<file path="src/rtl/seg_scan_ctrl.sv">
// ============================================================================
// Module   : seg_scan_ctrl
// Purpose  : Time-multiplexed scan controller for a 3-digit 7-segment display.
//            Drives a shared segment bus and one-hot digit select with a dark
//            gap between digits, optional leading-zero blanking and
//            frame-aligned (tear-free) code updates.
// Revision : 1.0 - initial release
// ============================================================================
`timescale 1ns/1ps
`default_nettype none

module seg_scan_ctrl #(
    parameter int DIGIT_CYC = 50000,
    parameter int GAP_CYC   = 4
) (
    input  logic        i_clk,
    input  logic        i_rst_n,
    input  logic [23:0] i_code,
    input  logic        i_load,
    input  logic        i_lz_en,
    input  logic        i_en,
    output logic [7:0]  o_seg,
    output logic [2:0]  o_sel,
    output logic        o_frame
);

    typedef enum logic [1:0] {
        S_OFF  = 2'd0,
        S_GAP  = 2'd1,
        S_SHOW = 2'd2
    } state_t;

    localparam logic [15:0] c_DIGIT_LAST = 16'(DIGIT_CYC - 1);
    // With no gap the GAP state is never entered, so this value is unused.
    localparam logic [15:0] c_GAP_LAST   = (GAP_CYC > 0) ? 16'(GAP_CYC - 1) : 16'd0;
    localparam bit          c_HAS_GAP    = (GAP_CYC > 0);
    localparam logic [7:0]  c_SEG_ZERO   = 8'hfc;

    state_t      r_state;
    logic [1:0]  r_idx;
    logic [15:0] r_cnt;
    logic [23:0] r_pend_code;
    logic        r_pend_lz;
    logic [23:0] r_act_code;
    logic        r_act_lz;

    state_t      w_state_nxt;
    state_t      w_after_slot;
    logic [1:0]  w_idx_nxt;
    logic [15:0] w_cnt_nxt;
    logic        w_frame_start;
    logic [7:0]  w_digit;
    logic        w_blank_h;
    logic        w_blank_t;
    logic        w_blank;

    // Next-state logic: en low overrides everything; frame starts flag the
    // moment the pending code may be promoted to the active code.
    always_comb begin
        w_state_nxt   = r_state;
        w_idx_nxt     = r_idx;
        w_cnt_nxt     = r_cnt;
        w_frame_start = 1'b0;
        w_after_slot  = c_HAS_GAP ? S_GAP : S_SHOW;
        if (!i_en) begin
            w_state_nxt = S_OFF;
            w_idx_nxt   = 2'd0;
            w_cnt_nxt   = 16'd0;
        end else begin
            case (r_state)
                S_OFF: begin
                    w_state_nxt   = w_after_slot;
                    w_idx_nxt     = 2'd0;
                    w_cnt_nxt     = 16'd0;
                    w_frame_start = 1'b1;
                end
                S_GAP: begin
                    if (r_cnt == c_GAP_LAST) begin
                        w_cnt_nxt   = 16'd0;
                        w_state_nxt = S_SHOW;
                    end else begin
                        w_cnt_nxt = r_cnt + 16'd1;
                    end
                end
                S_SHOW: begin
                    if (r_cnt == c_DIGIT_LAST) begin
                        w_cnt_nxt   = 16'd0;
                        w_state_nxt = w_after_slot;
                        if (r_idx == 2'd2) begin
                            w_idx_nxt     = 2'd0;
                            w_frame_start = 1'b1;
                        end else begin
                            w_idx_nxt = r_idx + 2'd1;
                        end
                    end else begin
                        w_cnt_nxt = r_cnt + 16'd1;
                    end
                end
                default: begin
                    w_state_nxt = S_OFF;
                    w_idx_nxt   = 2'd0;
                    w_cnt_nxt   = 16'd0;
                end
            endcase
        end
    end

    // Digit byte selection and leading-zero blanking for the current slot.
    always_comb begin
        w_blank_h = r_act_lz && (r_act_code[23:16] == c_SEG_ZERO);
        w_blank_t = w_blank_h && (r_act_code[15:8] == c_SEG_ZERO);
        case (r_idx)
            2'd1:    begin w_digit = r_act_code[15:8];  w_blank = w_blank_t; end
            2'd2:    begin w_digit = r_act_code[23:16]; w_blank = w_blank_h; end
            default: begin w_digit = r_act_code[7:0];   w_blank = 1'b0;      end
        endcase
    end

    // Scan state, slot counter and digit index registers.
    always_ff @(posedge i_clk or negedge i_rst_n) begin
        if (!i_rst_n) begin
            r_state <= S_OFF;
            r_idx   <= 2'd0;
            r_cnt   <= 16'd0;
        end else begin
            r_state <= w_state_nxt;
            r_idx   <= w_idx_nxt;
            r_cnt   <= w_cnt_nxt;
        end
    end

    // Double buffer: loads land in pending; active takes the old pending
    // value only at a frame start, so a same-cycle load waits one frame.
    always_ff @(posedge i_clk or negedge i_rst_n) begin
        if (!i_rst_n) begin
            r_pend_code <= 24'd0;
            r_pend_lz   <= 1'b0;
            r_act_code  <= 24'd0;
            r_act_lz    <= 1'b0;
        end else begin
            if (i_load) begin
                r_pend_code <= i_code;
                r_pend_lz   <= i_lz_en;
            end
            if (w_frame_start) begin
                r_act_code <= r_pend_code;
                r_act_lz   <= r_pend_lz;
            end
        end
    end

    // Registered outputs follow the current state one cycle later.
    always_ff @(posedge i_clk or negedge i_rst_n) begin
        if (!i_rst_n) begin
            o_seg   <= 8'h00;
            o_sel   <= 3'b000;
            o_frame <= 1'b0;
        end else begin
            o_sel   <= (r_state == S_SHOW) ? (3'b001 << r_idx) : 3'b000;
            o_seg   <= ((r_state == S_SHOW) && !w_blank) ? w_digit : 8'h00;
            o_frame <= (r_state == S_SHOW) && (r_idx == 2'd0) && (r_cnt == 16'd0);
        end
    end

endmodule

`default_nettype wire
</file>
<file path="config.mk">
export PLATFORM = sky130hd
export DESIGN_NAME = seg_scan_ctrl
export DESIGN_NICKNAME = d
export VERILOG_FILES = /design/src/rtl/seg_scan_ctrl.sv
export SDC_FILE = /design/constraint.sdc
export NUM_CORES = 1
export LEC_CHECK = 0
export CORE_AREA = 2 2 90 92
export DETAILED_ROUTE_END_ITERATION = 8
export DIE_AREA = 0 0 92 94
export HOLD_SLACK_MARGIN = 0.12
export PLACE_DENSITY = 0.78
export SLEW_MARGIN = 20
export SYNTH_ARGS = -nofsm -noshare
export SYNTH_HDL_FRONTEND = slang
export SYNTH_SLANG_ARGS = --single-unit
</file>
<file path="constraint.sdc">
create_clock -name i_clk -period 2.91 [get_ports i_clk]
set_input_delay 0.7275 -clock i_clk [delete_from_list [all_inputs] [get_ports i_clk]]
set_output_delay 0.7275 -clock i_clk [all_outputs]
set_load 0.1 [all_outputs]
</file>
Word-level counts from Yosys, hierarchy flattened
Index checks and enable logic that the tools add are counted.
- reductions and logical operators: 11
- shift operators: 1
- $add $sub $neg: 2
- mux-type cells: 20
- equality and inequality tests: 11
- operator list (cell ; count):
    $mux W16 ; 3
    $pmux W16 S2 ; 1
    $add A16 B1 Y16 const B ; 1
    $eq A16 B16 Y1 const B ; 1
    $eq A16 B2 Y1 const B ; 1
    $eq A8 B8 Y1 const B ; 2
    $logic_not A16 Y1 ; 1
    $pmux W8 S2 ; 1
    $mux W2 ; 6
    $mux W8 ; 1
    $ne A3 B3 Y1 const B ; 2
    $pmux W2 S3 ; 1
    $logic_and A1 B1 Y1 ; 5
    $eq A2 B1 Y1 const B ; 2
    $eq A2 B2 Y1 const B ; 2
    $logic_not A2 Y1 ; 2
    $pmux W1 S2 ; 2
    $pmux W2 S2 ; 1
    $reduce_and A2 Y1 ; 2
    $mux W1 ; 3
    $mux W3 ; 1
    $shl A1 B2 Y3 const A ; 1
    $add A2 B1 Y2 const B ; 1
    $ne A2 B2 Y1 const B ; 1
    $logic_not A1 Y1 ; 1
- output and inout bits: 12
- word-level logic and storage cells: 55
- bits in registers: 82
- input bits: 29

Logic depth before layout (Yosys ltp)
- depth after elaboration: 7
- depth in mapped cells: 8
- depth with buffers taken out: 6

Worst setup path before layout
No wires, ideal clock.
- path type: flip-flop to flip-flop
- start point: register r_cnt[7]
- end point: register r_cnt[10]
- cell stages (with the launch flop): 8
- path buffers: 3
- clock period less this slack: 2.248 ns
- arrival time: 2.114 ns
- setup time: 0.134 ns
- setup slack: 0.662 ns
- required time: 2.776 ns
- cells stage by stage: dfrtp_1 > buf_6 > or4_4 > or4_1 > buf_2 > a22oi_4 > buf_6 > nor3_1
- longest elaborated chain between the ends: 4
- elaborated cells between the ends (all ways): 7
- those cells by class: add/sub: 1; eq/ne: 2; mux: 4
- RTL lines (what ; RTL line ; RTL):
    start: declaration ; 41 ; logic [15:0] r_cnt;
    start signal: assignment ; 128 ; r_cnt <= w_cnt_nxt;
    $add A16 B1 Y16 (tied with other cells) ; 82, 96 ;
    $mux W16 (on tied branches) ; 86, 78 ;
    $pmux W16 S2 (*) ; 70 ; case (r_state)
    $mux W16 (*) ; 65 ; if (!i_en) begin
    net w_cnt_nxt[10] ; 50 ; logic [15:0] w_cnt_nxt;
The timed path passes the listed nets; every way through them passes the cells marked *.
A chain may end at the register's enable or synchronous reset.

Final worst setup path
- start point: register r_cnt[11]
- end point: register r_state[1]
- longest elaborated chain between the ends: 3
- elaborated cells between the ends (all ways): 5
- those cells by class: eq/ne: 4; reduce/logical: 1
- RTL lines (what ; RTL line ; RTL):
    $eq A16 B16 Y1 / $eq A16 B2 Y1 (equally long branches) ; 86, 78 ;
    $ne A3 B3 Y1 (no line) ; n/a ;
    $reduce_and A2 Y1 (no line) (*) ; n/a ;
    end signal: assignment ; 126 ; r_state <= w_state_nxt;
    end: declaration ; 39 ; state_t r_state;
Every way passes the cells marked *; elsewhere a longest branch is shown, timed or not.

==> results_dict.tcl <==
set metrics [dict create \
    setup_viol 0 \
    final_cell_area_um2 4880 \
    p_sw_mw 1.43 \
    clock-skew-final_ns 0.00863 \
    cp-end-kind "register" \
    vias 3365 \
    totalWireLength_um 9470 \
    synth_ff_type "dfrtp_1" \
    setup_slack_ns 0.432 \
    power.share.combinational_pct 34.5 \
    die_area_um2 8650 \
    dpl-instance-area_um2 4680 \
    die_h_um 94 \
    grt_antenna_before_repair 0 \
    place_hpwl_um 6210 \
    ys_seq_area_share_pct 48.4 \
    ir_drop_mv 0.417 \
    ios 41 \
    ctsLongestPathBuffers 2 \
    start_util_pct 55.7 \
    p_int_mw 2.36 \
    hold_class "primary input to asynchronous set/reset pin" \
    portBuffers 40 \
    power_density_nw_per_um2 775 \
    synthDistinctLibCells 37 \
    netlist_instances 424 \
    cts_buffers 9 \
    cts_sinks 82 \
    path_class "register to register" \
    cts_tree "yes" \
    holdBufCountCts 0 \
    drv_cap 0 \
    status "finished, final reports clean" \
    ant_nets 0 \
    grt_pass1_vias 3319 \
    clock.fmax_mhz 404 \
    finalHoldViolCount 0 \
    min_period_ns 2.48 \
    synth-seq-cells 82 \
    avgViaCountPerCell 6.02 \
    synth.avg_cell_area_um2 9.99 \
    gp_congestion 0.827 \
    mostFrequentLayoutCells "82 x dfrtp_1, 50 x nor2b_1, 32 x nand3_1, 31 x nand4_1" \
    drt-initial-drc-count 175 \
    p_leak_nw 1.94 \
    wire_per_inst_um 16.9 \
    fp.dieW_um 92 \
    root_buffer "clkbuf_8" \
    seq_power_share_pct 43.3 \
    layout_commonest_cell "dfrtp_1" \
    floorplan.rows 32 \
    rsz0062_at_grt "no" \
    maxSlewViolCount 0 \
    required_ns 3.18 \
    grt_max_degree 49 \
    core_um2 7610 \
    overflow 0 \
    area.growth.synth_to_final_pct 15.3 \
    layout-drive-gt1-share_pct 14.4 \
    drtPass1Iterations 4 \
    worst_slew_pin_slew_ns 0.791 \
    grtUsageTotal_pct 23.3 \
    syn-num-nets 463 \
    swShare_pct 37.7 \
    htreeDepth 3 \
    syn_area_um2 4240 \
    timing.critical_path.fanout_max 18 \
    crit_path_start_kind "register" \
    fin_nets 491 \
    ys_warn_count 0 \
    clk_latency_ns 0.35 \
    async_flop_share_pct 100 \
    critPathArrivalTime_ns 2.75 \
    diodes 0 \
    period_share_pct 85.2 \
    post_cts_buffers 0 \
    clk_pin_slew_ns 0.08 \
    dp_slack_ns 0.438 \
    synth_edf_count 0 \
    cts_resized 0 \
    grt_pass1_wl_um 15900 \
    finalSetupTns_ns 0 \
    power_frac_clock_pct 22.2 \
    relSlewSlack_pct 47.0 \
    drc 0 \
]
-- Yosys cell counts (all sizes together), types with 8 or more instances --
cell	count	share of area (%)
nor3	19	2.2
ha	10	3.0
a22oi	9	1.9
xnor2	11	2.3
nor4	9	1.5
nand3	32	3.8
nor2b	50	7.4
clkbuf	29	2.6
dfrtp	82	48
nand2	11	0.97
a211oi	8	1.4
a21oi	26	3.1
nand4	31	4.6
mux2	25	6.6
inv	8	0.71
o21ai	26	3.1
nor2	9	0.80
-- cell families (layout without fill, tap and decap cells) --
| logic type | count (synthesis) | after routing | synth area share (%) |
|---|---|---|---|
| adders and majority gates | 10 | 10 | 2.95 |
| and+or+nand+nor | 177 | 177 | 24.2 |
| muxes | 28 | 28 | 7.35 |
| xor gates and xnor gates | 14 | 14 | 2.89 |
| DFF | 82 | 82 | 48.4 |
| AOI/OAI and AO/OA | 72 | 72 | 10.1 |
| buffers and inverters | 41 | 74 | 4.02 |
-- sequential cells by signal, summed over array words and instances, names as in the netlist --
| register | cells |
|---|---|
| r_act_code | 24 |
| o_frame | 1 |
| r_cnt | 16 |
| r_pend_lz | 1 |
| o_seg | 8 |
| r_act_lz | 1 |
| r_pend_code | 24 |
| o_sel | 3 |
| r_state | 2 |
| r_idx | 2 |
-- final timing paths --
kind                            startpoint              to  slack, ns  depth (start not counted)
max                              r_cnt[11]      r_state[1]       0.43                          4
min                                i_rst_n       r_cnt[10]       0.30                          1
max reg2reg                      r_cnt[11]      r_state[1]       0.43                          4
min reg2reg                r_pend_code[17]  r_act_code[17]       0.54                          2
max in group asynchronous          i_rst_n        r_idx[0]       2.01                          2
min in group i_clk         r_pend_code[17]  r_act_code[17]       0.54                          2
-- metal layers --
| layer | vias to the layer above | routed length [um] | global-route usage, % |
|---|---|---|---|
| met5 | - | 0 | 0 |
| met1 | 1643 | 4220 | 31.0 |
| met2 | 133 | 4610 | 38.1 |
| li1 | 1579 | - | - |
| met3 | 10 | 517 | 4.41 |
| met4 | 0 | 111 | 8.83 |
-- layout make-up --
type / instances / area [um^2]
Fill cell: 636 / 2720
Sequential cell: 82 / 2050
Multi-Input combinational cell: 301 / 2020
Timing Repair Buffer: 49 / 443
Clock buffer: 12 / 155
Tap cell: 102 / 128
Clock inverter: 4 / 50.0
Inverter: 9 / 33.8
-- critical path, cell delays in order, from the launching register on --
cell and delay [ns]:
dfrtp_1 0.45, or4_4 0.60, or4_1 0.63, a22oi_4 0.47, mux2i_1 0.25
-- power groups by stage --
stage | Sequential (mW) | Combinational, mW | Clock (mW)
finish | 1.64 | 1.31 | 0.841
global route | 1.66 | 1.43 | 0.914
CTS | 1.63 | 1.31 | 0.858
detailed placement | 1.65 | 1.30 | 0
global placement | 1.63 | 1.25 | 0
floorplan | 1.77 | 0.818 | 0
-- through the flow --
step / total power, mW / cells / utilization, % / hold WS, ns
final: 3.78 / 559 / 64.2 / 0.302
after global routing: 4.01 / 559 / 64.2 / 0.337
after CTS: 3.79 / 559 / 64.2 / 0.319
after detailed placement: 2.94 / 543 / 61.5 / 0.521
after global placement: 2.89 / 543 / 61.5 / 0.506
after floorplan: 2.59 / 424 / - / 0.432
No activity file was read; power rests on OpenSTA's default activity.
